File: config.mk
export PLATFORM = sky130hd
export DESIGN_NAME = phy_rx_lane
export DESIGN_NICKNAME = d
export VERILOG_FILES = /design/src/rtl/phy_pkg.sv /design/src/rtl/byte_packer.sv /design/src/rtl/phy_rx_lane.sv
export SDC_FILE = /design/constraint.sdc
export NUM_CORES = 1
export LEC_CHECK = 0
export BUFFER_PORTS_ARGS = -buffer_cell sky130_fd_sc_hd__clkbuf_2
export CAP_MARGIN = 20
export CORE_ASPECT_RATIO = 0.8
export CORE_MARGIN = 2
export CORE_UTILIZATION = 50
export DETAILED_ROUTE_END_ITERATION = 6
export GPL_TIMING_DRIVEN = 0
export PLACE_DENSITY = 0.79
export SYNTH_ARGS = -nofsm -noshare
export SYNTH_HDL_FRONTEND = slang
export SYNTH_SLANG_ARGS = --single-unit
File: constraint.sdc
create_clock -name clk_32f -period 2.8 [get_ports clk_32f]
set_input_delay 0 -clock clk_32f [delete_from_list [all_inputs] [get_ports clk_32f]]
set_output_delay 0 -clock clk_32f [all_outputs]
set_load 0.02 [all_outputs]
File: src/rtl/phy_pkg.sv
`default_nettype none
// ============================================================================
// Package  : phy_pkg
// Brief    : Lane symbol constants and RX alignment FSM encoding (shared w/ TX).
// Revision : 1.0 - initial release
// ============================================================================
package phy_pkg;

    localparam logic [7:0] COM_SYM        = 8'hBC;
    localparam int         LOCK_COUNT_DEF = 4;

    typedef enum logic [1:0] {
        SEARCH = 2'd0,
        ALIGN  = 2'd1,
        LOCKED = 2'd2
    } rx_state_t;

endpackage
`default_nettype wire

File: src/rtl/byte_packer.sv
`default_nettype none
// ============================================================================
// Module   : byte_packer
// Brief    : Packs aligned data bytes into 32-bit words, first byte in [31:24].
// Revision : 1.0 - initial release
// ============================================================================
module byte_packer (
    input  logic        clk_32f,
    input  logic        reset,
    input  logic [7:0]  byte_data,
    input  logic        byte_valid,
    input  logic        com_seen,
    output logic [31:0] data_out,
    output logic        valid_out,
    output logic        frame_err
);

    logic [1:0]  widx;
    logic [23:0] word;

    always_ff @(posedge clk_32f or negedge reset) begin
        if (!reset) begin
            widx      <= 2'd0;
            word      <= 24'd0;
            data_out  <= 32'd0;
            valid_out <= 1'b0;
            frame_err <= 1'b0;
        end else begin
            valid_out <= 1'b0;
            frame_err <= 1'b0;
            if (byte_valid) begin
                case (widx)
                    2'd0:    word[23:16] <= byte_data;
                    2'd1:    word[15:8]  <= byte_data;
                    2'd2:    word[7:0]   <= byte_data;
                    default: begin
                        data_out  <= {word, byte_data};
                        valid_out <= 1'b1;
                    end
                endcase
                // Index wraps 3 -> 0 naturally after the word completes
                widx <= widx + 2'd1;
            end else if (com_seen && (widx != 2'd0)) begin
                widx      <= 2'd0;
                frame_err <= 1'b1;
            end
        end
    end

endmodule
`default_nettype wire

File: src/rtl/phy_rx_lane.sv
`default_nettype none
// ============================================================================
// Module   : phy_rx_lane
// Brief    : One PHY RX lane: deserializer, COM alignment FSM, optional packer.
// Config   : define PHY_RX_WORD_ASM_EN to build the 8->32 word packer.
// Revision : 1.0 - initial release
// ============================================================================
module phy_rx_lane #(
    parameter logic [7:0] COM_SYM    = phy_pkg::COM_SYM,
    parameter int         LOCK_COUNT = phy_pkg::LOCK_COUNT_DEF
) (
    input  logic        clk_32f,
    input  logic        reset,
    input  logic        data_in,
    output logic [7:0]  byte_out,
    output logic        byte_valid,
    output logic [31:0] data_out,
    output logic        valid_out,
    output logic        active,
    output logic        frame_err
);

    import phy_pkg::*;

    localparam int              CNT_W     = (LOCK_COUNT < 2) ? 1 : $clog2(LOCK_COUNT + 1);
    localparam logic [CNT_W-1:0] LOCK_LAST = CNT_W'(LOCK_COUNT - 1);

    rx_state_t        state;
    logic [7:0]       sr;
    logic [2:0]       bit_cnt;
    logic [CNT_W-1:0] com_cnt;

    logic [7:0] nxt;
    logic       is_com;
    logic       boundary;
    logic       byte_stb;
    logic       com_stb;

    assign nxt      = {sr[6:0], data_in};
    assign is_com   = (nxt == COM_SYM);
    assign boundary = (bit_cnt == 3'd7);
    assign byte_stb = (state == LOCKED) && boundary && !is_com;
    assign com_stb  = (state == LOCKED) && boundary &&  is_com;

    always_ff @(posedge clk_32f or negedge reset) begin
        if (!reset) begin
            state      <= SEARCH;
            sr         <= 8'd0;
            bit_cnt    <= 3'd0;
            com_cnt    <= '0;
            byte_out   <= 8'd0;
            byte_valid <= 1'b0;
            active     <= 1'b0;
        end else begin
            sr         <= nxt;
            byte_valid <= 1'b0;
            case (state)
                SEARCH: begin
                    // Bit-sliding: any bit position may start a symbol
                    if (is_com) begin
                        bit_cnt <= 3'd0;
                        com_cnt <= CNT_W'(1);
                        if (LOCK_COUNT == 1) begin
                            state  <= LOCKED;
                            active <= 1'b1;
                        end else begin
                            state <= ALIGN;
                        end
                    end
                end
                ALIGN: begin
                    bit_cnt <= bit_cnt + 3'd1;
                    if (boundary) begin
                        if (is_com) begin
                            com_cnt <= com_cnt + CNT_W'(1);
                            if (com_cnt == LOCK_LAST) begin
                                state  <= LOCKED;
                                active <= 1'b1;
                            end
                        end else begin
                            com_cnt <= '0;
                            bit_cnt <= 3'd0;
                            state   <= SEARCH;
                        end
                    end
                end
                LOCKED: begin
                    bit_cnt <= bit_cnt + 3'd1;
                    if (byte_stb) begin
                        byte_out   <= nxt;
                        byte_valid <= 1'b1;
                    end
                end
                default: state <= SEARCH;
            endcase
        end
    end

`ifdef PHY_RX_WORD_ASM_EN
    byte_packer u_byte_packer (
        .clk_32f    (clk_32f),
        .reset      (reset),
        .byte_data  (nxt),
        .byte_valid (byte_stb),
        .com_seen   (com_stb),
        .data_out   (data_out),
        .valid_out  (valid_out),
        .frame_err  (frame_err)
    );
`else
    assign data_out  = 32'd0;
    assign valid_out = 1'b0;
    assign frame_err = 1'b0;
`endif

endmodule
`default_nettype wire

==> summary.md <==
| Metric | Value |
|---|---|
| Status | completed |
| Crit path time final | 1.96 ns |
| Pwr Density | 522 nW/µm² |
| Final Wtd Congestion | 0.858 |
| Fin cells | 208 |
| Mean Syn Cell Area | 11.8 µm² |
| Max Clk Rate | 510 MHz |
| Layout Skew | 0.00307 ns |
| Post-cts sizing count | 0 |
| Row count | 17 |
| Worst EP required | 3.03 ns |
| Worst setup SP type | flop |
| TNS Setup | 0 ns |
| DP Area | 1630 µm² |
| Yosys cell types | 33 |
| WS Path Type | reg2reg |
| Least-Margin Pin Slew | 0.605 ns |
| Crit path buffers/inverters | 1 |
| Number of global-route vias before repair | 789 |
| CTS clk-pin slew, worst paths | 0.14 ns |
| Ys Warns | 0 |
| Placed cells | 202 |
| Initial core utilization | 51.8% |
| Max Cap Viol | 0 |
| Power Total | 877 µW |
| CTS max path bufs | 2 |
| PortBufs | 12 |
| CP max FO | 7 |
| Seq/Total Area, Yosys | 44.7% |
| Most numerous cell on the critical path | ha_1 |
| Met2 wire length | 1210 µm |
| GR Util All Layers | 14.9% |
| Layout cell share with drive strength beyond 1 | 38.2% |
| Die ar. | 3240 µm² |
| Critical-path cell list | ha_1 > ha_1 > inv_1 > a21oi_1 > o211ai_1 > mux2_2 |
| CTS tree | yes |
| Drt pass-1 iters | 4 |
| Largest net degree at the start of global routing | 26 |
| Routed vias/inst | 4.25 |
| Total gr overflow | 0 |
| Setup bufs post-CTS | 0 |
| Antenna violations before repair | 0 |
| Hold Crit Class | in2async |
| Routed wire length | 2300 µm |
| RSZ-0062 raised after global routing | no |
| Antenna-violating nets left | 0 |
| Final slew viol count | 0 |
| H-tree Lvls | 1 |
| Final Hold Fails | 0 |
| #FFs+latches synth | 25 |
| Worst vdd ir | 0.396 mV |
| Final net count | 182 |
| Post-route cell area | 1680 µm² |
| Area growth syn-to-layout | 20.1% |
| Slowest-stage cell, CP | dfrtp_1 |
| Core area | 2700 µm² |
| Crit end category | flop |
| Die Y-Extent | 51.3 µm |
| # setup viols final | 0 |
| Cell area after synthesis | 1400 µm² |
| Metal3 WL | 102 µm |
| Leakage | 0.000905 µW |
| Die X | 63.1 µm |
| DR WL/cell | 11.0 µm |
| Root Buffer | clkbuf_4 |
| Syn Inst Count | 119 |
| Vias | 884 |
| Rel. slew slack | 59.6% |
| Routed met1 length | 972 µm |
| Uppermost layer routed | met4 |
| DRC errors left | 0 |
| Boundary pin count | 47 |
| WP data arrival | 2.19 ns |
| Antenna diodes | 0 |
| Crit share post-route | 70.1% |
| First-pass GRT wire length | 3680 µm |
| DRT iter0 DRCs | 75 |
| Clk_lat worst skew | 0.32 ns |
| CTS Buf Count | 3 |
| # clock sinks | 25 |
| Max stage delay on crit path | 0.40 ns |
| Most frequent cells in the layout | buf_4 (34), conb_1 (34), dfrtp_1 (25), clkbuf_2 (12) |
| Hold_buf cts | 2 |
| Crit path max-delay family | compound AO/OA/AOI/OAI gates |
| Hold Slack | 0.209 ns |
| Hpwl dp | 1780 µm |
## Yosys cell counts
cell       instances  area share, %
a21bo_2            1           0.72
a21o_1             1           0.54
a21oi_1            2           0.72
a22o_1             3            1.9
a31oi_1            1           0.45
a32o_1             1           0.72
a41o_1             1           0.72
and2_1             1           0.45
and3_4             1           0.80
and4b_2            1           0.80
and4bb_2           1           0.89
buf_4             34             18
buf_6              1           0.80
clkbuf_1           1           0.27
conb_1             1           0.27
dfrtp_1           25             45
ha_1               8            7.2
inv_1              5            1.3
mux2_2             1           0.80
mux2_4             8            8.6
nand2_1            4            1.1
nand2_2            1           0.45
nand2b_1           1           0.45
nand3_1            2           0.72
nor2_1             1           0.27
nor2b_1            2           0.89
o211ai_1           1           0.54
o21ai_0            2           0.72
o221ai_1           1           0.63
o22a_1             1           0.63
o22ai_1            2           0.89
o2bb2ai_1          2            1.3
o32ai_1            1           0.63
## routing by layer
layer	up-vias	GRT usage, %
met5	-	0
met3	3	4.85
met1	420	18.6
li1	443	-
met4	0	3.33
met2	18	25.4
## registers in the layout, summed over array words and instances, names as in the netlist
name,cells
byte_out,8
sr,7
bit_cnt,3
com_cnt,3
state,2
active,1
byte_valid,1
## through the flow
stage | utilization [%] | worst slack [ns]
2_1_floorplan | - | 1.18
3_3_place_gp | 60.4 | 0.974
3_5_place_dp | 60.4 | 0.914
4_1_cts | 62.2 | 0.876
5_1_grt | 62.2 | 0.742
6_report | 62.2 | 0.838
## logic make-up (layout without fill, tap and decap cells)
group                    Yosys count  count (layout)  synth area share (%)
buffers and inverters             41              59                  20.7
other                              1              34                 0.268
multiplexers                       9               9                  9.39
flip-flops                        25              25                  44.7
AO/OA/AOI/OAI                     20              20                  11.0
adder cells (fa/ha/maj)            8               8                  7.16
AND/OR/NAND/NOR                   15              15                  6.80
## path summary, 6_finish.rpt
| kind | startpoint | end | slack, ns | cells after the start |
|---|---|---|---|---|
| setup / recovery | bit_cnt[0] | state[0] | 0.84 | 6 |
| hold / removal | reset | byte_out[5] | 0.21 | 2 |
| setup reg to reg | bit_cnt[0] | state[0] | 0.84 | 6 |
| hold reg to reg | sr[3] | sr[4] | 0.42 | 0 |
| max in group asynchronous | reset | com_cnt[0] | 2.20 | 2 |
| min in group clk_32f | data_in | sr[0] | 0.36 | 2 |
## cell type report
class                           instances  area [µm²]
Clock inverter                          1        7.51
Tap cell                               38        47.5
Clock buffer                            3        22.5
Timing Repair Buffer                   14        80.1
Multi-Input combinational cell         86         608
Buffer                                 36         270
Sequential cell                        25         626
Inverter                                5        18.8
Fill cell                             231        1020
## power breakdown
part	internal, µW	switching [µW]
sequential	389	19.0
combinational	124	176
clock	54.7	114
Power figures use the tool's default switching activity.
